[src/rtl/fpadd_pkg.sv]
// Shared types and constants for the serial FP adder feeder.
package fpadd_pkg;

  localparam int FP_W = 32;
  localparam logic [FP_W-1:0] FP_ZERO = 32'h0000_0000;

  typedef enum logic [1:0] {
    ST_SYNC  = 2'd0,
    ST_DRV_A = 2'd1,
    ST_DRV_B = 2'd2,
    ST_WAIT  = 2'd3
  } feed_state_e;

  typedef struct packed {
    logic [FP_W-1:0] a;
    logic [FP_W-1:0] b;
  } op_pair_t;

endpackage

[src/rtl/sync_fifo.sv]
// Synchronous FIFO with same-cycle push/pop and a look-ahead occupancy output.
module sync_fifo #(
  parameter int WIDTH = 32,
  parameter int DEPTH = 2
) (
  input  logic                     clock,
  input  logic                     reset,
  input  logic                     push,
  input  logic [WIDTH-1:0]         wdata,
  input  logic                     pop,
  output logic [WIDTH-1:0]         rdata,
  output logic                     empty,
  output logic [$clog2(DEPTH):0]   level_next
);

  localparam int AW = $clog2(DEPTH);
  localparam int LW = AW + 1;
  localparam logic [LW-1:0] LVL_FULL = LW'(DEPTH);

  logic [WIDTH-1:0] mem_r [DEPTH];
  logic [AW-1:0]    wr_ptr_r;
  logic [AW-1:0]    rd_ptr_r;
  logic [LW-1:0]    level_r;
  logic             full_s;
  logic             push_ok_s;
  logic             pop_ok_s;

  assign empty      = (level_r == LW'(0));
  assign full_s     = (level_r == LVL_FULL);
  assign pop_ok_s   = pop & ~empty;
  // A full FIFO still accepts a write when a read frees a slot in the same cycle.
  assign push_ok_s  = push & (~full_s | pop_ok_s);
  assign level_next = level_r + LW'(push_ok_s) - LW'(pop_ok_s);
  assign rdata      = mem_r[rd_ptr_r];

  // Storage, pointers and occupancy.
  always_ff @(posedge clock) begin
    if (reset) begin
      wr_ptr_r <= AW'(0);
      rd_ptr_r <= AW'(0);
      level_r  <= LW'(0);
      for (int i = 0; i < DEPTH; i++) begin
        mem_r[i] <= {WIDTH{1'b0}};
      end
    end else begin
      level_r <= level_next;
      if (push_ok_s) begin
        mem_r[wr_ptr_r] <= wdata;
        wr_ptr_r        <= wr_ptr_r + AW'(1);
      end
      if (pop_ok_s) begin
        rd_ptr_r <= rd_ptr_r + AW'(1);
      end
    end
  end

endmodule

[src/rtl/fpadd_feeder.sv]
// Operand feeder and result collector for the free-running serial FP adder:
// aligns operand pairs to the adder's sample slots and returns sums in order.
module fpadd_feeder
  import fpadd_pkg::*;
#(
  parameter int DEPTH   = 4,
  parameter int TIMEOUT = 1024
) (
  input  logic            clock,
  input  logic            reset,
  input  logic            in_valid,
  output logic            in_ready,
  input  logic [31:0]     in_a,
  input  logic [31:0]     in_b,
  output logic            out_valid,
  input  logic            out_ready,
  output logic [31:0]     out_sum,
  input  logic            add_ready,
  output logic [31:0]     add_a,
  input  logic [31:0]     add_sum,
  output logic            err
);

  localparam int IN_LW  = $clog2(DEPTH) + 1;
  localparam int OUT_LW = 2;
  localparam int WD_W   = $clog2(TIMEOUT) + 1;
  localparam logic [IN_LW-1:0] IN_FULL  = IN_LW'(DEPTH);
  localparam logic [WD_W-1:0]  WD_LIMIT = WD_W'(TIMEOUT - 1);

  feed_state_e      state_r;
  feed_state_e      state_next_s;
  logic             ready_q_r;
  logic             outstanding_r;
  logic             real_r;
  logic             err_r;
  logic             in_ready_r;
  logic [FP_W-1:0]  add_a_r;
  logic [FP_W-1:0]  add_a_next_s;
  logic [FP_W-1:0]  hold_b_r;
  logic [WD_W-1:0]  wd_cnt_r;

  op_pair_t          in_wdata_s;
  op_pair_t          in_head_s;
  logic              in_empty_s;
  logic [IN_LW-1:0]  in_level_next_s;
  logic              out_empty_s;
  logic [OUT_LW-1:0] out_level_next_s;

  logic rise_s, decide_s, capture_s, issue_s, timeout_s, in_push_s, out_pop_s;

  assign in_wdata_s = '{a: in_a, b: in_b};
  assign in_push_s  = in_valid & in_ready_r;
  assign out_pop_s  = ~out_empty_s & out_ready;
  assign rise_s     = add_ready & ~ready_q_r;
  assign decide_s   = rise_s & ((state_r == ST_SYNC) | (state_r == ST_WAIT));
  assign capture_s  = decide_s & outstanding_r;
  // Only issue if the result will still have a buffer slot when it lands.
  assign issue_s    = decide_s & ~in_empty_s & (out_level_next_s <= 2'd1);
  assign timeout_s  = outstanding_r & ~decide_s & (wd_cnt_r == WD_LIMIT);

  sync_fifo #(.WIDTH($bits(op_pair_t)), .DEPTH(DEPTH)) u_in_fifo (
    .clock      (clock),
    .reset      (reset),
    .push       (in_push_s),
    .wdata      (in_wdata_s),
    .pop        (issue_s),
    .rdata      (in_head_s),
    .empty      (in_empty_s),
    .level_next (in_level_next_s)
  );

  sync_fifo #(.WIDTH(FP_W), .DEPTH(2)) u_out_fifo (
    .clock      (clock),
    .reset      (reset),
    .push       (capture_s),
    .wdata      (add_sum),
    .pop        (out_pop_s),
    .rdata      (out_sum),
    .empty      (out_empty_s),
    .level_next (out_level_next_s)
  );

  // Next state and the value to present on the adder A port next cycle.
  always_comb begin
    state_next_s = state_r;
    add_a_next_s = FP_ZERO;
    if (timeout_s) begin
      state_next_s = ST_SYNC;
      add_a_next_s = FP_ZERO;
    end else begin
      case (state_r)
        ST_SYNC, ST_WAIT: begin
          if (decide_s) begin
            state_next_s = ST_DRV_A;
            add_a_next_s = issue_s ? in_head_s.a : FP_ZERO;
          end else begin
            state_next_s = state_r;
          end
        end
        ST_DRV_A: begin
          state_next_s = ST_DRV_B;
          add_a_next_s = real_r ? hold_b_r : FP_ZERO;
        end
        ST_DRV_B: state_next_s = ST_WAIT;
        default:  state_next_s = ST_SYNC;
      endcase
    end
  end

  // State, adder drive, outstanding-job tracking and watchdog.
  always_ff @(posedge clock) begin
    if (reset) begin
      state_r       <= ST_SYNC;
      ready_q_r     <= 1'b0;
      outstanding_r <= 1'b0;
      real_r        <= 1'b0;
      err_r         <= 1'b0;
      in_ready_r    <= 1'b0;
      add_a_r       <= FP_ZERO;
      hold_b_r      <= FP_ZERO;
      wd_cnt_r      <= {WD_W{1'b0}};
    end else begin
      state_r    <= state_next_s;
      ready_q_r  <= add_ready;
      add_a_r    <= add_a_next_s;
      in_ready_r <= (in_level_next_s != IN_FULL);
      if (decide_s) begin
        real_r <= issue_s;
      end
      if (issue_s) begin
        hold_b_r      <= in_head_s.b;
        outstanding_r <= 1'b1;
        wd_cnt_r      <= {WD_W{1'b0}};
      end else if (capture_s | timeout_s) begin
        outstanding_r <= 1'b0;
        wd_cnt_r      <= {WD_W{1'b0}};
      end else if (outstanding_r) begin
        wd_cnt_r <= wd_cnt_r + WD_W'(1);
      end
      if (timeout_s) begin
        err_r <= 1'b1;
      end
    end
  end

  assign add_a     = add_a_r;
  assign in_ready  = in_ready_r;
  assign out_valid = ~out_empty_s;
  assign err       = err_r;

endmodule
[config.mk]
export PLATFORM = sky130hd
export DESIGN_NAME = fpadd_feeder
export DESIGN_NICKNAME = d
export VERILOG_FILES = /design/src/rtl/fpadd_pkg.sv /design/src/rtl/sync_fifo.sv /design/src/rtl/fpadd_feeder.sv
export SDC_FILE = /design/constraint.sdc
export NUM_CORES = 1
export LEC_CHECK = 0
export ABC_AREA = 1
export ABC_CLOCK_PERIOD_IN_PS = 12400
export CAP_MARGIN = 20
export CORE_ASPECT_RATIO = 0.9
export CORE_UTILIZATION = 45
export CTS_BUF_LIST = sky130_fd_sc_hd__clkbuf_4
export CTS_CLUSTER_DIAMETER = 50
export CTS_CLUSTER_SIZE = 28
export DETAILED_ROUTE_END_ITERATION = 16
export GPL_ROUTABILITY_DRIVEN = 0
export SLEW_MARGIN = 30
export SYNTH_ARGS = -nofsm -noshare
export SYNTH_HDL_FRONTEND = slang
export SYNTH_HIERARCHICAL = 1
export SYNTH_SLANG_ARGS = --single-unit
export TNS_END_PERCENT = 10
[constraint.sdc]
create_clock -name clock -period 12.4 [get_ports clock]
set_input_delay 1.86 -clock clock [delete_from_list [all_inputs] [get_ports clock]]
set_output_delay 1.86 -clock clock [all_outputs]
set_load 0.01 [all_outputs]
==> results.sh <==
export IMPL_status="finished, final reports clean"
export IMPL_die_w_um=215
export IMPL_crit_family="simple AND/OR/NAND/NOR gates"
export IMPL_reg2reg_depth=23
export IMPL_slew_viol_final=0
export IMPL_powerDensity_mw_per_mm2=154
export IMPL_vdd_drop_max_uv=80.3
export IMPL_fmax_mhz=144
export IMPL_synth_cell_type_count=39
export IMPL_cp_slowest_cell="o21ai_4"
export IMPL_hold_class="reg -> reg"
export IMPL_cts_root_buf="clkbuf_4"
export IMPL_drive_gt1_frac=0.107
export IMPL_clockBufferDepth=3
export IMPL_worst_slew_pin_slew_ns=0.955
export IMPL_clk_pin_slew_ns=0.16
export IMPL_crit_path_start_kind="primary input"
export IMPL_core_area_mm2=0.0399
export IMPL_crit_arrival_ns=7.32
export IMPL_ctsHtreeMaxLevel=2
export IMPL_dr_first_iter_drc_count=1046
export IMPL_wl_per_cell_um=17.9
export IMPL_rows=69
export IMPL_grt_pass1_wl_um=68300
export IMPL_rsz0062_at_grt="no"
export IMPL_synth_area_leader_cell="edfxtp_1"
export IMPL_nNetsFinal=2045
export IMPL_cap_violations=0
export IMPL_antenna_found_initial=3
export IMPL_ant_nets=0
export IMPL_r2r_slack_ns=6.46
export IMPL_drt_total_wl_um=44800
export IMPL_fillers=3641
export IMPL_fin_total_pwr_mw=3.22
export IMPL_synth_area_leaders="edfxtp_1, dfxtp_1, nor2_1"
export IMPL_endpoint_kind="register"
export IMPL_synth_seq_area_share=0.628
export IMPL_synth_area_mm2=0.0184
export IMPL_syn_avg_cell_area_um2=10.1
export IMPL_leakage_nw=7.91
export IMPL_portBuffers=167
export IMPL_fin_worst_skew_ns=0.0407
export IMPL_ctsResizeCount=0
export IMPL_instances_no_fill=2498
export IMPL_dp_cells=2428
export IMPL_netlist_instances=1821
export IMPL_multi_input_area_mm2=0.00543
export IMPL_dp_final_hpwl_um=28100
export IMPL_io_pin_count=168
export IMPL_slowest_delay_ns=0.71
export IMPL_seqCellArea_mm2=0.0115
export IMPL_critPathCapture="u_in_fifo/mem_r[0][44]"
export IMPL_critical_path_class="in -> reg"
export IMPL_clock_latency_ns=0.74
export IMPL_syn2layout_area_growth_pct=14.1
export IMPL_viasPerCell=5.12
export IMPL_numCtsBuffers=38
export IMPL_cp_max_fo=39
export IMPL_start_util=0.461
export IMPL_crit_buf_inv=8
export IMPL_fin_setup_tns_ns=0
export IMPL_finalSetupViolations=0
export IMPL_cts_hold_buf=0
export IMPL_cp_common_cell="nand2_1"
export IMPL_grt_pass1_vias=12148
export IMPL_final_cell_mix="nor2_1, edfxtp_1, inv_1, clkdlybuf4s50_1, o21ai_0"
export IMPL_required_ns=12.78
export IMPL_path_depth=24
export IMPL_hold_viol_final=0
export IMPL_max_slew_margin=0.359
export IMPL_hold_ws_ns=0.461
export IMPL_cts_sinks=416
export IMPL_drc=0
export IMPL_grt_max_degree=71
export IMPL_layout_commonest_cell="nor2_1"
export IMPL_reg2reg_from="state_r[0]"
export IMPL_dieArea_mm2=0.0416
export IMPL_yosys_warnings=6
export IMPL_period_share=0.559
export IMPL_synth_nets=1930
export IMPL_grt_overflow=0
export IMPL_post_cts_buffers=0
export IMPL_tritoncts="built"
export IMPL_fp_dieH_um=194
export IMPL_min_period_ns=6.93
export IMPL_ys_ff_latch=416
export IMPL_vias=12794
export IMPL_r2r_end="u_in_fifo/mem_r[0][44]"
export IMPL_gr_usage_all_layers=0.211
export IMPL_cp_cell_sequence="clkdlybuf4s50_1, inv_2, nor2_4, nand2_4, nor2_1, nand2_1, ha_1, inv_1, ha_1, inv_1, nand2_1, nand2_1, nand2_1, nand2_1, inv_1, nor2_4, nand2_4, inv_4, nor2_1, nand2_1, nand4_1, buf_4, o21ai_4, buf_4"
export IMPL_critPathLaunch="add_ready"
export IMPL_dr_pass1_iters=5
export IMPL_yosysTopAreaCellShare=0.523
## worst register-to-register path, stage by stage (launching register included)
cell and delay, ns:
dfxtp_1 0.39, inv_1 0.05, ha_1 0.33, nand2_4 0.09
nor2_1 0.31, nand2_1 0.14, ha_1 0.29, inv_1 0.04
ha_1 0.18, inv_1 0.05, nand2_1 0.05, nand2_1 0.06
nand2_1 0.04, nand2_1 0.08, inv_1 0.07, nor2_4 0.67
nand2_4 0.35, inv_4 0.38, nor2_1 0.09, nand2_1 0.15
nand4_1 0.12, buf_4 0.27, o21ai_4 0.71, buf_4 0.63
## routing by layer
metal,vias to the layer above,share of wire,track usage
li1,6227,-,-
met1,6138,0.46,0.303
met2,362,0.46,0.335
met3,63,0.061,0.0344
met4,4,0.019,0.0533
met5,-,0.00080,0
## kinds of logic after synthesis
| kind of cell | Yosys count | synth area share |
|---|---|---|
| AOI/OAI and AO/OA | 241 | 0.0701 |
| and+or+nand+nor | 788 | 0.192 |
| DFF | 416 | 0.628 |
| adders and majority gates | 8 | 0.00586 |
| xor gates and xnor gates | 9 | 0.00429 |
| muxes | 33 | 0.0206 |
| buffers and inverters | 326 | 0.0798 |
## final cells by class
cell class,instances,share of cell area
Antenna cell,1,0.000119
Sequential cell,416,0.550
Multi-Input combinational cell,1079,0.259
Timing Repair Buffer,188,0.0897
Clock buffer,44,0.0158
Tap cell,532,0.0318
Inverter,213,0.0384
Clock inverter,25,0.0149
## report_power, final
| part | switching, mW | internal [mW] | leakage, nW | total (mW) |
|---|---|---|---|---|
| Combinational | 0.474 | 0.192 | 3.47 | 0.665 |
| Sequential | 0.0722 | 1.70 | 4.09 | 1.77 |
| Clock | 0.473 | 0.312 | 0.357 | 0.785 |
## worst min path at each step
| stage | from | end | slack (ns) | cells after the start |
|---|---|---|---|---|
| 3_5_place_dp | err | err | 0.44 | 2 |
| 5_1_grt | err | err | 0.49 | 2 |
| 6_report | err | err | 0.46 | 2 |
| 3_3_place_gp | err | err | 0.45 | 2 |
| 2_1_floorplan | real_r | real_r | 0.44 | 2 |
| 4_1_cts | err | err | 0.47 | 2 |
## metrics by stage
stage	util	setup WS, ns	cell area (µm²)
after CTS	0.525	5.45	21000
after floorplan	-	3.14	18400
after detailed placement	0.509	4.64	20300
final	0.526	5.47	21000
after global routing	0.526	5.04	21000
after global placement	0.507	4.66	20200
## flip-flops by register name, indices dropped and copies added (netlist names), 2 cells and up, named ones only
signal and cells:
wd_cnt_r 11, u_in_fifo/level_r 3, add_a 32, u_out_fifo/level_r 2, state_r 2, hold_b_r 32
u_out_fifo/mem_r 64, u_in_fifo/wr_ptr_r 2, u_in_fifo/mem_r 256, u_in_fifo/rd_ptr_r 2
## cell usage after synthesis (all sizes together)
cell and number:
buf 54, nor2 527, o21ai 170, nor3 64, clkbuf 59, inv 212
mux2 32, clkinv 1, xnor2 5, o22ai 64, dfxtp 96, mux2i 1
a21oi 6, nand3b 1, xor2 4, or2 1, ha 7, nand3 44
edfxtp 320, a21boi 1, nand4 5, nand2 146, fa 1
Power figures use the tool's default switching activity.
